[src/rtl/nes_pkg.sv]
// rtl/nes_pkg.sv - shared NES bus definitions: OAM DMA state encoding and default register addresses
package nes_pkg;

    typedef enum logic [2:0] {
        ST_IDLE  = 3'd0,
        ST_WAIT  = 3'd1,
        ST_HALT  = 3'd2,
        ST_ALIGN = 3'd3,
        ST_READ  = 3'd4,
        ST_WRITE = 3'd5
    } dma_state_t;

    localparam logic [15:0] DMA_REG_ADDR_DEFAULT  = 16'h4014;
    localparam logic [15:0] OAM_DATA_ADDR_DEFAULT = 16'h2004;

endpackage

[src/rtl/oam_dma_ctrl.sv]
// rtl/oam_dma_ctrl.sv - OAM DMA engine: halts the CPU and copies one 256-byte page to the PPU OAM data port
module oam_dma_ctrl
    import nes_pkg::*;
#(
    parameter logic [15:0] DMA_REG_ADDR  = DMA_REG_ADDR_DEFAULT,
    parameter logic [15:0] OAM_DATA_ADDR = OAM_DATA_ADDR_DEFAULT
) (
    input  logic        clk,
    input  logic        rst,
    input  logic        cyc_en,
    input  logic [15:0] cpu_addr,
    input  logic [7:0]  cpu_data_out,
    input  logic        cpu_ren,
    input  logic        cpu_wen,
    output logic [7:0]  cpu_data_in,
    output logic        rdy,
    output logic [15:0] bus_addr,
    output logic [7:0]  bus_data_out,
    output logic        bus_ren,
    output logic        bus_wen,
    input  logic [7:0]  bus_data_in,
    output logic        dma_busy
);

    dma_state_t state;
    dma_state_t state_next;
    logic [7:0] page;
    logic [7:0] index;
    logic [7:0] data_latch;
    logic       parity;
    logic       trigger;

    assign trigger = cpu_wen && (cpu_addr == DMA_REG_ADDR);

    always_ff @(posedge clk) begin
        if (rst) begin
            state      <= ST_IDLE;
            page       <= 8'h00;
            index      <= 8'h00;
            data_latch <= 8'h00;
            parity     <= 1'b0;
        end else if (cyc_en) begin
            state  <= state_next;
            parity <= ~parity;
            if (state == ST_IDLE && trigger) begin
                page  <= cpu_data_out;
                index <= 8'h00;
            end
            if (state == ST_READ) begin
                data_latch <= bus_data_in;
            end
            if (state == ST_WRITE) begin
                index <= index + 8'd1;
            end
        end
    end

    // HALT decides on the parity value it is about to toggle to, hence ~parity
    always_comb begin
        state_next = state;
        case (state)
            ST_IDLE:  if (trigger) state_next = ST_WAIT;
            ST_WAIT:  if (!cpu_wen) state_next = ST_HALT;
            ST_HALT:  state_next = (~parity) ? ST_ALIGN : ST_READ;
            ST_ALIGN: state_next = ST_READ;
            ST_READ:  state_next = ST_WRITE;
            ST_WRITE: state_next = (index == 8'hFF) ? ST_IDLE : ST_READ;
            default:  state_next = ST_IDLE;
        endcase
    end

    // Reset forces the CPU pass-through so an aborted transfer cannot leak a final OAM write
    always_comb begin
        bus_addr     = cpu_addr;
        bus_data_out = cpu_data_out;
        bus_ren      = cpu_ren;
        bus_wen      = cpu_wen;
        if (!rst) begin
            case (state)
                ST_HALT, ST_ALIGN: begin
                    bus_addr     = {page, index};
                    bus_data_out = 8'h00;
                    bus_ren      = 1'b0;
                    bus_wen      = 1'b0;
                end
                ST_READ: begin
                    bus_addr     = {page, index};
                    bus_data_out = 8'h00;
                    bus_ren      = 1'b1;
                    bus_wen      = 1'b0;
                end
                ST_WRITE: begin
                    bus_addr     = OAM_DATA_ADDR;
                    bus_data_out = data_latch;
                    bus_ren      = 1'b0;
                    bus_wen      = 1'b1;
                end
                default: ;
            endcase
        end
    end

    assign rdy         = (state == ST_IDLE);
    assign dma_busy    = (state != ST_IDLE);
    assign cpu_data_in = bus_data_in;

endmodule

[config.mk]
export PLATFORM = sky130hd
export DESIGN_NAME = oam_dma_ctrl
export DESIGN_NICKNAME = d
export VERILOG_FILES = /design/src/rtl/nes_pkg.sv /design/src/rtl/oam_dma_ctrl.sv
export SDC_FILE = /design/constraint.sdc
export NUM_CORES = 1
export LEC_CHECK = 0
export CAP_MARGIN = 30
export CORE_ASPECT_RATIO = 0.7
export CORE_UTILIZATION = 40
export CTS_CLUSTER_DIAMETER = 80
export DETAILED_ROUTE_END_ITERATION = 8
export DONT_BUFFER_PORTS = 1
export GPL_ROUTABILITY_DRIVEN = 0
export SYNTH_ARGS = -nofsm -noshare
export SYNTH_HDL_FRONTEND = slang
export SYNTH_SLANG_ARGS = --single-unit
[constraint.sdc]
create_clock -name clk -period 1.6 [get_ports clk]
set_input_delay 0.16 -clock clk [delete_from_list [all_inputs] [get_ports clk]]
set_output_delay 0.16 -clock clk [all_outputs]
set_load 0.02 [all_outputs]
==> impl_results.md <==
* Total CTS buffers at 3
* Clk_skew at about 0.0048 ns
* H-Tree Depth at 1
* Fin crit period at 1.67 ns
* First-pass GRT wire length at between 8 and 9 mm
* Net Sw Frac at 24.5%
* Cell count of the worst reg-to-reg path at 6
* Switch Pwr at about 0.31 mW
* Yosys cell types at 40
* R2r setup slk at -0.01 ns
* Hold Path Class: in -> reg
* Top cells by area, synth: dfxtp_1 (32%), a22o_1 (11%), mux2i_1 (6.3%), nor2_1 (5.6%), a21oi_1 (4.0%)
* Vias in the first global route at roughly 1,600
* Part of the power in the clock network at 30.6%
* DR iter-0 viols at 200
* XOR/XNOR Fraction of Synth Area at less than 1%
* Leakage Power at 0.789 nW
* CP Capture Type: output pin
* Final #Nets at approximately 260
* Status: complete, but fails checks
* Largest net degree at the start of global routing at 24
* Critical path type: reg -> out
* Detail Placement HPWL at about 3.7 mm
* Period utilization at 104%
* Area share of fa/ha/maj cells after synthesis at 0.712%
* Synth Area in Simple Gates at about 24%
* PortBufs at 0
* Main combinational cell family by area after synthesis: compound AO/OA/AOI/OAI gates
* TritonRoute pass-1 iters at 6
* Height of the die at roughly 57 um
* Clk sinks at 28
* Grt ovf at 0
* Antenna Violating Nets Remaining at 0
* FP Rows at 19
* Post-Syn Area per Cell at between 8 and 9 um2
* Failing checks: setup timing
* Mapped Nets at 250
* Flops & latches, synth at 28
* Worst setup SP type: flop
* Routed length per instance at 19.9 um
* Peak VDD IR at around 0.00046 V
* Area of the multi-input gates at about 1300 um2
* Slowest cell on crit path: dfxtp_4
* Critical-path cell list: nor2_4 -> nand2_1 -> a21oi_4 -> buf_6 -> a22o_4
* Fillers at 349
* Async set-reset flop share out of synthesis at 0%
* Initial Util at a little over two fifths
* Vias per std cell at 6.51
* Layout cells sized above 1 at between 30 and 40%
* Min-Delay Path Depth at 1
* Ys Warns at 0
* Clock Latency Late Sink at 0.28 ns
* Yosys top cell by area: dfxtp_1
* CP Data Required Time at 1.44 ns
* Predominant post-synthesis flop cell: dfxtp_1
* Synthesized instance count at about 210
* Slew headroom at 40.2%
* Combinational power share at roughly 14%
* Core box area at about 4100 um2
* Int Power at between 0.9 and 1 mW
* Full die area at roughly 4700 um2
* Top cell type's share of synthesized area at a little under a third
* RSZ-0062 raised after global routing: true
* DRC Markers at 0
* Mux contribution to synthesized area at about 6.3%
* Initial antenna violation count at 0
* Post-synth EDFFs at 0
* Setup tns final at -1.34 ns
* Worst slew pin tran at just under 0.9 ns
* Ant diodes at 0
* F_max at about 600 MHz
* MaxCap Viol Count at 0
* Sequential area share after synthesis at 31.9%
* CTS tree: yes
* Arrival time at the worst endpoint at ~1.5 ns
* All-Layer GR Usage at 22.9%
* Die Span X at 81.2 um
* Post-Syn Area at ~1800 um2
* Final setup vio count at 27
* DRT Wirelength at roughly 5.4 mm
* I/O pin count at 73
* CTS Buffer Depth at 2
* Worst slack, placed at about 0.047 ns
* Final worst slack at -0.0675 ns
* Tot Pwr at ~1.3 mW
* Root Buffer: clkbuf_8
* Fin util at around three fifths
* Clock Pin Slew Worst Setup and Hold Paths at roughly 0.09 ns
* Flop pwr share at between 50 and 60%
* Max FO, Critical Path at 7
* Synth Area in Compound Gates at 26.3%
* Slew Viols, Final at 0
* Pwr dens at approximately 540 nW/um2
* Max incr delay on CP at just under 0.4 ns
* Via count at roughly 1,800
* Layout area overhead at 34.3%
* Final Hold Viols at 0
* FF/Latch Area at between 500 and 600 um2
* WHS at around 0.0046 ns
layer usage:
| metal | track usage (%) | vias up | wire length (um) |
|---|---|---|---|
| met5 | 0 | - | 0 |
| met4 | 2.81 | 0 | 0 |
| met2 | 35.5 | 94 | 2490 |
| li1 | - | 817 | - |
| met3 | 4.16 | 0 | 538 |
| met1 | 34.0 | 865 | 2410 |
cells in the mapped netlist (all sizes together) (2+ instances only):
cell type	number
a21oi	14
and3	2
nor3	3
o211ai	3
or3b	2
nor4	3
buf	20
nor2	26
dfxtp	28
o32ai	5
nand3	5
or3	2
mux2i	11
o21ai	13
nor4b	3
nand2	6
a21o	2
nand3b	7
a22o	22
nand2b	2
nand4	9
inv	5
clkbuf	5
a31oi	2
cells in the final DEF (no fill, tap or decap), types with 2 or more instances in the layout:
| cell type | Yosys | final |
|---|---|---|
| a22o_4 | 0 | 22 |
| and3_1 | 2 | 2 |
| nand3b_1 | 7 | 7 |
| nand2b_4 | 0 | 2 |
| o21ai_2 | 0 | 4 |
| dfxtp_2 | 0 | 2 |
| buf_4 | 9 | 15 |
| a21o_4 | 0 | 2 |
| nor4b_1 | 2 | 2 |
| nor2_1 | 26 | 22 |
| mux2i_1 | 11 | 11 |
| o211ai_1 | 3 | 3 |
| buf_12 | 0 | 2 |
| o32ai_1 | 5 | 5 |
| o21ai_1 | 0 | 2 |
| nand2_1 | 5 | 4 |
| nor4_1 | 3 | 3 |
| buf_6 | 2 | 9 |
| nor2_4 | 0 | 2 |
| dfxtp_4 | 0 | 2 |
| or3b_4 | 0 | 2 |
| inv_1 | 5 | 5 |
| nand4_1 | 9 | 9 |
| nor2_2 | 0 | 2 |
| dlygate4sd3_1 | 0 | 3 |
| nand3_1 | 5 | 4 |
| o21ai_0 | 13 | 6 |
| clkbuf_8 | 0 | 3 |
| dfxtp_1 | 28 | 24 |
| a21oi_1 | 14 | 12 |
| nor3_1 | 3 | 3 |
| a31oi_1 | 2 | 2 |
logic make-up after synthesis:
family                   count (synthesis)
buffers and inverters                   30
AO/OA/AOI/OAI                           66
multiplexers                            11
AND/OR/NAND/NOR                         75
flip-flops                              28
XOR/XNOR                                 1
adder cells (fa/ha/maj)                  1
what timing repair did:
item                                    4_1_cts  5_1_grt
endpoints found under the setup margin       27       44
resized for setup                            59       25
hold buffers                                  2        1
buffers inserted                              4        4
pin swaps                                    14       13
endpoints found under the hold margin        23        1
cloned                                        1        1
sequential cells by signal, summed over array words and instances (netlist names):
register / cells
data_latch: 8
index: 8
page: 8
state: 3
parity: 1
path summary, 6_finish.rpt:
kind,start,to
worst min-delay path,rst,index[3]$_SDFFE_PP0P_
worst min register to register,page[2]$_SDFFE_PP0P_,page[2]$_SDFFE_PP0P_
worst max register to register,state[1]$_SDFFE_PP0P_,page[5]$_SDFFE_PP0P_
worst max-delay path,state[1]$_SDFFE_PP0P_,bus_addr[14]
worst max-delay path, delay by kind of cell (launching register included):
family / cells / cell delay [ns]
flip-flops: 1 / 0.39
AO/OA/AOI/OAI: 2 / 0.38
AND/OR/NAND/NOR: 2 / 0.26
buffers and inverters: 1 / 0.19
stage by stage:
stage / cell area [um2] / instances
after floorplan: 1780 / 212
after global placement: 1830 / 257
after detailed placement: 1830 / 257
after CTS: 2240 / 267
after global routing: 2360 / 273
final: 2360 / 273
cell type report:
type	instances	share of cell area, %
sequential	28	24.2
timing repair buffer	31	13.8
clock buffer	3	1.75
tap	52	2.76
multi-input combinational	154	56.7
inverter	5	0.795
power by group through the flow:
stage	registers [mW]	logic [mW]	clock network [mW]
floorplan	0.717	0.154	0
global placement	0.717	0.127	0
detailed placement	0.717	0.128	0
CTS	0.698	0.178	0.380
global route	0.698	0.192	0.407
finish	0.698	0.183	0.388
Power figures use the tool's default switching activity.
